--- src/rtl/uart_pkg.sv ---
// Shared definitions for the x16-oversampled 8N1 UART blocks.
package uart_pkg;

    typedef enum logic [2:0] {
        IDLE  = 3'd0,
        START = 3'd1,
        DATA  = 3'd2,
        STOP  = 3'd3,
        BREAK = 3'd4
    } state_t;

    localparam int OVERSAMPLE = 16;
    localparam int MID_SAMPLE = 7;

    // Clocks per oversample tick; truncation only shifts the sample point slightly.
    function automatic int calc_div(input int clk_freq, input int baud);
        return clk_freq / (baud * OVERSAMPLE);
    endfunction

endpackage

--- src/rtl/uart_rx_8n1_if.sv ---
// Byte-level side of the receiver: serial pin in, rdy/rdy_clr byte handshake out.
// rdy is a level: it stays high while dout holds a byte nobody has taken; the consumer
// pulses rdy_clr for one clock to take it. A byte completing in the same clock wins.
interface uart_rx_8n1_if;
    logic       rx;
    logic       rdy_clr;
    logic       rdy;
    logic [7:0] dout;
    logic       frame_err;
    logic       overrun;

    modport master (
        output rx, rdy_clr,
        input  rdy, dout, frame_err, overrun
    );

    modport slave (
        input  rx, rdy_clr,
        output rdy, dout, frame_err, overrun
    );
endinterface

--- src/rtl/uart_baud_tick.sv ---
// Free-running divide-by-DIV tick generator with a synchronous phase clear.
module uart_baud_tick #(
    parameter int DIV = 27
) (
    input  logic clk,
    input  logic rst_n,
    input  logic i_clr,
    output logic o_tick
);
    localparam int CW = (DIV > 1) ? $clog2(DIV) : 1;

    logic [CW-1:0] r_cnt;

    assign o_tick = (r_cnt == CW'(DIV - 1));

    always_ff @(posedge clk or negedge rst_n) begin
        if (!rst_n) begin
            r_cnt <= '0;
        end else if (i_clr || o_tick) begin
            r_cnt <= '0;
        end else begin
            r_cnt <= r_cnt + CW'(1);
        end
    end
endmodule

--- src/rtl/uart_rx_8n1.sv ---
// 8N1 UART receiver: 2-FF synchroniser, x16 oversampling FSM, level rdy/rdy_clr output.
module uart_rx_8n1
    import uart_pkg::*;
#(
    parameter int CLK_FREQ = 50_000_000,
    parameter int BAUD     = 115200
) (
    input  logic              clk,
    input  logic              rst_n,
    uart_rx_8n1_if.slave      bus,
    output state_t            o_state
);
    localparam int DIV = calc_div(CLK_FREQ, BAUD);

    logic [1:0] r_sync;
    logic       r_rxs_d;
    logic       w_rxs;
    logic       w_tick;

    state_t     r_state, w_state_nxt;
    logic [3:0] r_scnt, w_scnt_nxt;
    logic [2:0] r_bit, w_bit_nxt;
    logic [7:0] r_shift, w_shift_nxt;
    logic       w_tick_clr;
    logic       w_done;
    logic       w_ferr;
    logic       w_mid_start;
    logic       w_mid_bit;

    logic       r_rdy;
    logic [7:0] r_dout;
    logic       r_ferr;
    logic       r_ovr;

    assign w_rxs = r_sync[1];

    always_ff @(posedge clk or negedge rst_n) begin
        if (!rst_n) begin
            r_sync  <= 2'b11;
            r_rxs_d <= 1'b1;
        end else begin
            r_sync  <= {r_sync[0], bus.rx};
            r_rxs_d <= w_rxs;
        end
    end

    uart_baud_tick #(.DIV(DIV)) u_tick (
        .clk    (clk),
        .rst_n  (rst_n),
        .i_clr  (w_tick_clr),
        .o_tick (w_tick)
    );

    // START samples half a bit after the edge; later bits every full 16 ticks.
    assign w_mid_start = w_tick && (r_scnt == 4'(MID_SAMPLE));
    assign w_mid_bit   = w_tick && (r_scnt == 4'(OVERSAMPLE - 1));

    always_ff @(posedge clk or negedge rst_n) begin
        if (!rst_n) begin
            r_state <= IDLE;
            r_scnt  <= '0;
            r_bit   <= '0;
            r_shift <= '0;
        end else begin
            r_state <= w_state_nxt;
            r_scnt  <= w_scnt_nxt;
            r_bit   <= w_bit_nxt;
            r_shift <= w_shift_nxt;
        end
    end

    always_comb begin
        w_state_nxt = r_state;
        w_scnt_nxt  = w_tick ? r_scnt + 4'd1 : r_scnt;
        w_bit_nxt   = r_bit;
        w_shift_nxt = r_shift;
        w_tick_clr  = 1'b0;
        w_done      = 1'b0;
        w_ferr      = 1'b0;
        case (r_state)
            IDLE: begin
                if (r_rxs_d && !w_rxs) begin
                    w_tick_clr  = 1'b1;
                    w_scnt_nxt  = '0;
                    w_bit_nxt   = '0;
                    w_state_nxt = START;
                end
            end
            START: begin
                if (w_mid_start) begin
                    w_scnt_nxt  = '0;
                    w_bit_nxt   = '0;
                    w_state_nxt = w_rxs ? IDLE : DATA;
                end
            end
            DATA: begin
                if (w_mid_bit) begin
                    w_shift_nxt = {w_rxs, r_shift[7:1]};
                    w_bit_nxt   = r_bit + 3'd1;
                    if (r_bit == 3'd7) begin
                        w_state_nxt = STOP;
                    end
                end
            end
            STOP: begin
                if (w_mid_bit) begin
                    if (w_rxs) begin
                        w_done      = 1'b1;
                        w_state_nxt = IDLE;
                    end else begin
                        w_ferr      = 1'b1;
                        w_state_nxt = BREAK;
                    end
                end
            end
            BREAK: begin
                if (w_rxs) begin
                    w_state_nxt = IDLE;
                end
            end
            default: w_state_nxt = IDLE;
        endcase
    end

    // A completing byte takes priority over a coincident rdy_clr.
    always_ff @(posedge clk or negedge rst_n) begin
        if (!rst_n) begin
            r_rdy  <= 1'b0;
            r_dout <= 8'h00;
            r_ferr <= 1'b0;
            r_ovr  <= 1'b0;
        end else begin
            if (w_done) begin
                r_rdy  <= 1'b1;
                r_dout <= r_shift;
            end else if (bus.rdy_clr) begin
                r_rdy <= 1'b0;
            end
            r_ferr <= w_ferr;
            r_ovr  <= w_done && r_rdy && !bus.rdy_clr;
        end
    end

    assign bus.rdy       = r_rdy;
    assign bus.dout      = r_dout;
    assign bus.frame_err = r_ferr;
    assign bus.overrun   = r_ovr;
    assign o_state       = r_state;
endmodule

--- src/flat_wrapper.sv ---
// flat-port wrapper written by rule: the top's interface ports become plain ports
module uart_rx_8n1_flat import uart_pkg::*;
#(
    parameter int CLK_FREQ = 50_000_000,
    parameter int BAUD     = 115200
)
  (clk, rst_n, o_state, bus_rx, bus_rdy_clr, bus_rdy, bus_dout, bus_frame_err, bus_overrun);
  uart_rx_8n1_if bus_i ();
  input  logic clk;
  input  logic rst_n;
  output state_t o_state;
  input wire logic [$bits(bus_i.rx)-1:0] bus_rx;
  input wire logic [$bits(bus_i.rdy_clr)-1:0] bus_rdy_clr;
  output wire logic [$bits(bus_i.rdy)-1:0] bus_rdy;
  output wire logic [$bits(bus_i.dout)-1:0] bus_dout;
  output wire logic [$bits(bus_i.frame_err)-1:0] bus_frame_err;
  output wire logic [$bits(bus_i.overrun)-1:0] bus_overrun;
  assign bus_i.rx = bus_rx;
  assign bus_i.rdy_clr = bus_rdy_clr;
  assign bus_rdy = bus_i.rdy;
  assign bus_dout = bus_i.dout;
  assign bus_frame_err = bus_i.frame_err;
  assign bus_overrun = bus_i.overrun;
  uart_rx_8n1 #(.CLK_FREQ(CLK_FREQ), .BAUD(BAUD)) u_core (.clk(clk), .rst_n(rst_n), .bus(bus_i), .o_state(o_state));
endmodule
--- config.mk ---
export PLATFORM = sky130hd
export DESIGN_NAME = uart_rx_8n1_flat
export DESIGN_NICKNAME = d
export VERILOG_FILES = /design/src/rtl/uart_pkg.sv /design/src/rtl/uart_rx_8n1_if.sv /design/src/rtl/uart_baud_tick.sv /design/src/rtl/uart_rx_8n1.sv /design/src/flat_wrapper.sv
export SDC_FILE = /design/constraint.sdc
export NUM_CORES = 1
export LEC_CHECK = 0
export CAP_MARGIN = 20
export CORE_ASPECT_RATIO = 1.2
export CORE_MARGIN = 1
export CORE_UTILIZATION = 35
export CTS_CLUSTER_DIAMETER = 80
export DETAILED_ROUTE_END_ITERATION = 6
export GPL_TIMING_DRIVEN = 0
export PLACE_DENSITY = 0.53
export SETUP_SLACK_MARGIN = 0.02
export SKIP_CTS_REPAIR_TIMING = 1
export SLEW_MARGIN = 20
export SYNTH_ARGS = -nofsm -noshare
export SYNTH_HDL_FRONTEND = slang
export SYNTH_SLANG_ARGS = --single-unit
--- constraint.sdc ---
create_clock -name clk -period 3.7 [get_ports clk]
set_input_delay 0.74 -clock clk [delete_from_list [all_inputs] [get_ports clk]]
set_output_delay 0.74 -clock clk [all_outputs]
set_load 0.1 [all_outputs]
======== Yosys cells after proc, flatten, opt, wreduce, memory -nomap -nowiden ========
Cells that the tools add are included.
operators by class
  add/subtract/negate cells ............... 3
  reduce and logical (&&, ||, !) cells .... 14
  equality and inequality tests ........... 14
  multiplexer cells ....................... 28
operators by type and width
  operator                                                count
  two-way mux 3 bit                                       10
  one-hot mux 3 bit (5 select lines)                      1
  two-way mux 4 bit                                       3
  inequality test 2 x 1 -> 1 bit (second input constant)  6
  two-way mux 1 bit                                       10
  one-hot mux 3 bit (3 select lines)                      1
  one-hot mux 4 bit (2 select lines)                      1
  equality test 3 x 2 -> 1 bit (second input constant)    2
  equality test 3 bit (second input constant)             2
  AND reduction 6 bit                                     1
  adder 5 x 1 -> 5 bit (second input constant)            1
  equality test 5 bit (second input constant)             1
  logical AND 1 bit                                       5
  two-way mux 5 bit                                       1
  adder 4 x 1 -> 4 bit (second input constant)            1
  equality test 4 x 3 -> 1 bit (second input constant)    1
  equality test 4 bit (second input constant)             1
  AND reduction 4 bit                                     1
  adder 3 x 1 -> 3 bit (second input constant)            1
  equality test 3 x 1 -> 1 bit (second input constant)    1
  zero test 3 bit                                         1
  nonzero test 3 bit                                      1
  zero test 1 bit                                         2
  two-way mux 2 bit                                       1
  other kinds (3)                                         3
storage, ports and cells
  output and inout port bits .............. 14
  logic and storage cells ................. 70
  register bits ........................... 37

======== Logic depth before layout (Yosys ltp) ========
Gate-level depths: netlist (run 1).
  depth in word-level cells ............... 6
  gate-level depth with buffers ........... 7
  gate-level depth less buffers ........... 6

======== By module ========
From an unflattened synthesis (run 1), not the netlist that was laid out.
unflattened totals
  cell total of the unflattened synthesis .. 129
  area, all modules ....................... 1671.6 um^2
by module, submodules not included
  module          times used  sequential area each (um^2)  area each (um^2)  cells an instance
  uart_rx_8n1     1           804.5                        1387.6            107
  uart_baud_tick  1           125.1                        284.0             22

======== Worst setup path after synthesis (run 1) ========
No wires, ideal clock.
  kind .................................... flip-flop to flip-flop
  start point ............................. register u_core.r_state[0], in the netlist u_core.o_state[0]
  end point ............................... register u_core.r_bit[1]
  required time ........................... 3596 ps
  setup slack ............................. 1434 ps
  arrival time ............................ 2162 ps
  buffers on the path ..................... 1
  cell stages (with the launch flop) ...... 6
  cell sequence ........................... dfrtp_1 > buf_6 > or4b_4 > o311a_4 > or2_4 > o311ai_1
on the way
  longest elaborated chain between the ends .. 3
  elaborated cells on any way between the ends .. 9
  classes of those cells .................. 5 x eq/ne; 1 x mux; 3 x reduce/logical
RTL lines
  what                                                                                   line               source
  start: declaration                                                                     uart_rx_8n1.sv:20  state_t r_state, w_state_nxt;
  start signal: assignment                                                               uart_rx_8n1.sv:65  r_state <= w_state_nxt;
  equality test 3 x 2 -> 1 bit, or another cell as far along                             uart_rx_8n1.sv:80  case (r_state)
  inequality test 2 x 1 -> 1 bit (no line) / nonzero test 3 bit (equally long branches)  -
  AND reduction 4 bit (no line)                                                          -
  end signal: assignment                                                                 uart_rx_8n1.sv:67  r_bit <= w_bit_nxt;
  end: declaration                                                                       uart_rx_8n1.sv:22  logic [2:0] r_bit, w_bit_nxt;
Several ways; a longest one is shown, not always the timed one.
A chain may end at the register's enable or synchronous reset.

======== Worst setup path after layout (run 1) ========
  start point ............................. register u_core.r_state[1], in the netlist u_core.o_state[1]
  end point ............................... output o_state[1]
RTL lines
  what              line                source
  end: declaration  flat_wrapper.sv:11  output state_t o_state;
No word-level cell between the ends.

==> results of run 1 <==
-- kinds of logic (layout without fill, tap and decap cells) --
logic type	count (synthesis)	in the layout	share of synthesized area
AND/OR/NAND/NOR	46	46	0.154
flip-flops	37	37	0.562
multiplexers	17	17	0.115
AO/OA/AOI/OAI	16	16	0.0681
buffers and inverters	8	34	0.0234
adder cells (fa/ha/maj)	6	6	0.0454
XOR/XNOR	6	6	0.0318
-- cell type report --
cell class / instances / area (um2) / area share
flip-flops and latches: 37 / 930 / 0.456
multi-input cells: 91 / 686 / 0.336
repair buffers: 18 / 193 / 0.0945
clock buffers: 6 / 82.6 / 0.0405
well taps: 58 / 72.6 / 0.0356
clock inverters: 2 / 37.5 / 0.0184
plain buffers: 6 / 31.3 / 0.0153
inverters: 2 / 7.51 / 0.00368
-- routing by layer --
layer	wire, um	vias to the layer above
met5	0	-
met4	21	0
met3	120	4
met2	1520	22
met1	1280	555
li1	-	526
-- sequential cells by signal (all words and copies together) (netlist names) --
name                  count
u_core.bus.dout           8
u_core.r_rxs_d            1
u_core.r_scnt             4
u_core.u_tick.r_cnt       5
u_core.bus.overrun        1
u_core.bus.rdy            1
u_core.r_shift            8
u_core.o_state            3
u_core.bus.frame_err      1
u_core.r_bit              3
u_core.r_sync             2
-- cell usage after synthesis --
library cell,n
dfrtp_1,34
mux2_2,16
nor2_1,14
nand2_1,12
ha_1,6
nand3_1,6
o21ai_0,6
clkbuf_1,4
xor2_1,4
a21oi_1,3
dfstp_2,3
a31oi_1,2
inv_1,2
nand4_1,2
nor2b_1,2
o311ai_1,2
xnor2_1,2
a311oi_1,1
and2_1,1
and4b_1,1
buf_2,1
buf_6,1
mux2i_1,1
nand2b_1,1
nand4_2,1
nand4b_1,1
nor4_1,1
nor4_4,1
o211ai_1,1
o311a_4,1
or2_4,1
or3b_2,1
or4b_4,1
-- stage by stage --
step / instances / hold WS, ns
floorplan: 136 / 0.345
global placement: 211 / 0.346
detailed placement: 212 / 0.348
CTS: 220 / 0.359
global route: 220 / 0.366
finish: 220 / 0.358
-- worst register-to-register path, cell delays in order, from the launching register on --
cell and delay [ns]:
dfrtp_1 0.41, inv_1 0.07, ha_1 0.17, and4b_1 0.18, buf_2 0.16, nand2_1 0.14, nor4_4 0.53, mux2_2 0.40
-- worst max-delay path by stage --
stage,start,to,slack [ns],cells after the start
after global routing,u_core.o_state[1]$_DFFE_PN0P_,o_state[1],0.98,1
final,u_core.o_state[1]$_DFFE_PN0P_,o_state[1],1.04,1
after global placement,rst_n,u_core.r_shift[6]$_DFFE_PN0P_,1.00,1
after CTS,u_core.o_state[1]$_DFFE_PN0P_,o_state[1],1.03,1
after detailed placement,u_core.o_state[1]$_DFFE_PN0P_,o_state[1],1.36,1
after floorplan,u_core.o_state[0]$_DFFE_PN0P_,u_core.r_bit[1]$_DFFE_PN0P_,1.43,5
-- power breakdown --
group          total (mW)  internal [mW]  leakage, nW  switching, mW
sequential          0.485          0.445        0.493         0.0400
combinational       0.140         0.0617        0.389         0.0784
clock               0.365          0.219       0.0574          0.145
==> impl_metrics.csv, run 1 <==
group,metric,value,unit
final_layout,utilization,0.447,
grt,grt_overflow_total,0,
final_layout,drive_above_1_share,0.228,
synth,yosysSeqAreaShare,0.562,
grt,grt_first_pass_wirelength,5040,um
synth,synth.distinct_cells,33,
timing,period_share,0.720,
synth,yosysTopAreaCellShare,0.514,
worst_setup_path,worstReg2RegEnd,"u_core.r_shift[1]$_DFFE_PN0P_",
grt,top_usage_layer,"met2",
worst_hold_path,hold_start,"u_core.r_sync[0]$_DFF_PN1_",
placed_design,place_ws,1.36,ns
placed_design,port_buffers,17,
floorplanning,fp.dieH,77.3,um
clocking,cts_tree,"built",
synth,synth_area_per_cell,12.2,um2
worst_setup_path,crit_buf_inv,1,
clocking,cts_buffers,5,
final_layout,n_fill_cell,422,
placed_design,dpl_cell_area,0.00192,mm2
routing,via_per_inst,5.03,
synth,syn_area,0.00165,mm2
timing,fin_skew,0.00961,ns
clocking,cts_root_buf,"clkbuf_8",
clocking,clockBufferDepth,2,
worst_setup_path,worstSetupStartpointType,"register",
worst_setup_path,rr_worst_depth,7,
routing,postRouteWirelength,2940,um
synth,synth_nets,146,
floorplanning,pin_count,18,
worst_setup_path,critical_path.top_delay_family,"buffers and inverters",
worst_setup_path,rr_startpoint,"u_core.u_tick.r_cnt[0]$_DFF_PN0_",
grt,grt_max_degree,21,
final_layout,design_area,0.00204,mm2
worst_hold_path,min_to,"u_core.r_sync[1]$_DFF_PN1_",
floorplanning,core,0.00456,mm2
clocking,insertion_delay,0.29,ns
synth,synth_area_leaders,"dfrtp_1 (51%), mux2_2 (11%), dfstp_2 (4.8%)",
routing,antenna_left,0,
power_and_ir_drop,ir_drop,0.264,mV
synth,yosys_warnings,0,
synth,syn_inst,136,
floorplanning,start_util,0.363,
clocking,htreeDepth,2,
routing,dr.pass1.iters,4,
placed_design,globalplace.congestion,0.778,
timing,finalWorstSetupSlack,1.04,ns
floorplanning,die-area,0.00501,mm2
timing,setup_tns,0,ns
routing,drc,0,
grt,use_met1,0.155,
grt,grt_pass1_vias,1109,
flow_run,maxCapViolations,0,
floorplanning,fp.dieW,64.8,um
worst_setup_path,path_cells,"clkdlybuf4s50_1",
final_layout,layout_commonest_cell,"dfrtp_1",
final_layout,num_antenna_cells,0,
grt,met3_usage,0.0372,
clocking,cts.reportedPaths.clkPinSlew,0.08,ns
power_and_ir_drop,p_leak,0.939,nW
timing,relSlewSlack,0.349,
grt,antenna_found_initial,0,
worst_setup_path,crit_fanout,7,
synth,yosys.area.top_type,"dfrtp_1",
timing,period_minus_slack,2.66,ns
worst_hold_path,hold_depth,0,
power_and_ir_drop,powerDensity,485,mW/mm2
timing,worst_pin_slew,0.973,ns
synth,synth-seq-cells,37,
placed_design,dpl.hpwl,2110,um
worst_setup_path,regToRegSetupSlack,1.53,ns
worst_setup_path,cpPeakStageDelay,1.17,ns
timing,rsz0062_at_grt,"no",
final_layout,nNetsFinal,171,
worst_hold_path,holdCritPathClass,"reg -> reg",
worst_setup_path,end_kind,"output port",
timing,maxSlewViolCount,0,
worst_setup_path,crit_slowest_cell,"clkdlybuf4s50_1",
final_layout,syn2layout_area_growth,23.3,%
routing,wl_per_cell,13.4,um
timing,hold_violations,0,
routing,drt_iter0_markers,35,
final_layout,layout_common_cells,"dfrtp_1 (34), mux2_2 (16), clkdlybuf4s50_1 (16), nor2_1 (14), nand2_1 (12)",
power_and_ir_drop,totalPowerFinal,0.989,mW
routing,vias,1107,
clocking,clock-sinks,37,
grt,grtUsageMet2,0.222,
floorplanning,rows,27,
grt,track_usage,0.133,
worst_setup_path,crit_type,"reg -> out",
worst_setup_path,worstPathArrival,1.92,ns
timing,max_freq,0.375,GHz
timing,setup_violations,0,
worst_setup_path,crit_required,2.96,ns
status,outcome,"finished, final reports clean",
(Power assumes the default switching activity.)
==> run 2: changes to the inputs <==
--- a/config.mk
+++ b/config.mk
@@ -12,7 +12,7 @@
 export CTS_CLUSTER_DIAMETER = 80
 export DETAILED_ROUTE_END_ITERATION = 6
 export GPL_TIMING_DRIVEN = 0
-export PLACE_DENSITY = 0.53
+export PLACE_DENSITY = 0.55
 export SETUP_SLACK_MARGIN = 0.02
 export SKIP_CTS_REPAIR_TIMING = 1
 export SLEW_MARGIN = 20
==> constraint.sdc (replaced) <==
create_clock -name clk -period 2.45 [get_ports clk]
set_input_delay 0.49 -clock clk [delete_from_list [all_inputs] [get_ports clk]]
set_output_delay 0.49 -clock clk [all_outputs]
set_load 0.1 [all_outputs]
==> run 2 against run 1 <==
Net effect:
- sequential share of layout area grew 0.97 points
- sequential power rose by 51%
- power increased by 37%
- clock skew is 0.00053 ns lower
- critical path type unchanged
- hold slack worse by 0.28 ns
- clock power up 13%
- largest power group unchanged
- critical path depth did not move
==> impl_metrics.csv, run 2 (synthesis results as in run 1) <==
group,metric,value,unit
status,outcome,"finished, final reports clean",
final_layout,nNetsFinal,171,
timing,hold_violations,0,
grt,antenna_found_initial,0,
routing,via_per_inst,5.14,
routing,vias,1131,
placed_design,globalplace.congestion,0.738,
final_layout,utilization,0.438,
floorplanning,fp.dieH,77.3,um
floorplanning,pin_count,18,
timing,rsz0062_at_grt,"no",
clocking,clock-sinks,37,
timing,setup_violations,0,
timing,relSlewSlack,0.351,
routing,antenna_left,0,
clocking,cts_root_buf,"clkbuf_8",
final_layout,stdcell_count,220,
clocking,cts_buffers,5,
timing,whs,0.0751,ns
worst_setup_path,worstPathArrival,1.86,ns
worst_setup_path,cpPeakStageDelay,1.16,ns
grt,grt_pass1_vias,1255,
timing,fin_skew,0.00907,ns
floorplanning,fp.dieW,64.8,um
power_and_ir_drop,ir_drop,0.361,mV
worst_setup_path,crit_type,"reg -> out",
worst_setup_path,critical_path.top_delay_family,"buffers and inverters",
final_layout,design_area,0.00200,mm2
final_layout,layout_commonest_cell,"dfrtp_1",
final_layout,syn2layout_area_growth,20.7,%
timing,worst_pin_slew,0.972,ns
placed_design,port_buffers,17,
clocking,clockBufferDepth,2,
routing,drt_iter0_markers,25,
power_and_ir_drop,p_leak,0.942,nW
worst_hold_path,holdCritPathClass,"in -> async",
routing,dr.pass1.iters,4,
placed_design,dpl.cell_count,212,
worst_setup_path,crit_slowest_cell,"clkdlybuf4s50_1",
worst_setup_path,path_cells,"clkdlybuf4s50_1",
routing,postRouteWirelength,3010,um
routing,drc,0,
power_and_ir_drop,powerDensity,678,mW/mm2
grt,grtUsageMet2,0.238,
worst_setup_path,crit_fanout,3,
timing,max_freq,0.425,GHz
clocking,cts.reportedPaths.clkPinSlew,0.07,ns
final_layout,drive_above_1_share,0.222,
grt,top_usage_layer,"met2",
grt,track_usage,0.141,
worst_setup_path,crit_required,1.96,ns
timing,period_minus_slack,2.35,ns
final_layout,layout_common_cells,"dfrtp_1 (34), mux2_2 (16), clkdlybuf4s50_1 (15), nor2_1 (14), nand2_1 (12)",
grt,grt_max_degree,27,
flow_run,maxCapViolations,0,
worst_setup_path,worstSetupStartpointType,"register",
worst_setup_path,crit_buf_inv,1,
final_layout,num_antenna_cells,0,
grt,grt_overflow_total,0,
placed_design,dpl_cell_area,0.00191,mm2
floorplanning,die-area,0.00501,mm2
timing,maxSlewViolCount,0,
worst_setup_path,end_kind,"output port",
grt,use_met1,0.158,
clocking,cts_tree,"built",
placed_design,dpl.hpwl,2090,um
grt,grt_first_pass_wirelength,5420,um
grt,met3_usage,0.0432,
floorplanning,rows,27,
timing,period_share,0.960,
clocking,insertion_delay,0.29,ns
timing,setup_tns,0,ns
routing,wl_per_cell,13.7,um
floorplanning,start_util,0.363,
floorplanning,core,0.00456,mm2
clocking,htreeDepth,2,
## run 2: cell types whose count changed in the layout (fill, tap and decap cells not counted), sizes merged
cell	previous run	this run
clkinv	0	2
bufinv	1	0
clkdlybuf4s50	16	15
clkinvlp	1	0
dlymetal6s2s	0	1
## run 2: metrics by stage
step           total power [mW]  setup slack (ns)
2_1_floorplan             0.888             0.184
3_3_place_gp              0.934            0.0291
3_5_place_dp              0.958             0.289
4_1_cts                    1.38            0.0280
5_1_grt                    1.43            0.0441
6_report                   1.35            0.0977
## run 2: cell type report
| class | count | area [um2] |
|---|---|---|
| well taps | 58 | 72.6 |
| plain buffers | 6 | 31.3 |
| fillers | 428 | 2560 |
| clock inverters | 2 | 10.0 |
| clock buffers | 6 | 72.6 |
| multi-input cells | 91 | 686 |
| repair buffers | 18 | 188 |
| inverters | 2 | 7.51 |
| flip-flops and latches | 37 | 930 |
## run 2: path summary, 6_finish.rpt
check                                            startpoint                             to  slack [ns]  depth (start not counted)
max                           u_core.o_state[2]$_DFFE_PN0P_                     o_state[2]         0.1                          1
min                                                   rst_n   u_core.bus.overrun$_DFF_PN0_        0.08                          1
max reg2reg                u_core.u_tick.r_cnt[0]$_DFF_PN0_  u_core.r_shift[1]$_DFFE_PN0P_        0.32                          7
min reg2reg                      u_core.r_sync[0]$_DFF_PN1_     u_core.r_sync[1]$_DFF_PN1_        0.36                          0
max in group asynchronous                             rst_n     u_core.r_sync[0]$_DFF_PN1_        1.87                          2
min in group clk                 u_core.r_sync[0]$_DFF_PN1_     u_core.r_sync[1]$_DFF_PN1_        0.36                          0
## run 2: report_power, final
| group | switching [mW] | internal [mW] |
|---|---|---|
| combinational | 0.119 | 0.0913 |
| clock | 0.215 | 0.197 |
| sequential | 0.0604 | 0.672 |
## run 2: layer usage
metal | vias to the layer above | part of all wire
met5 | - | 0
met4 | 0 | 0.0086
met3 | 4 | 0.042
met2 | 23 | 0.50
met1 | 582 | 0.45
li1 | 522 | -
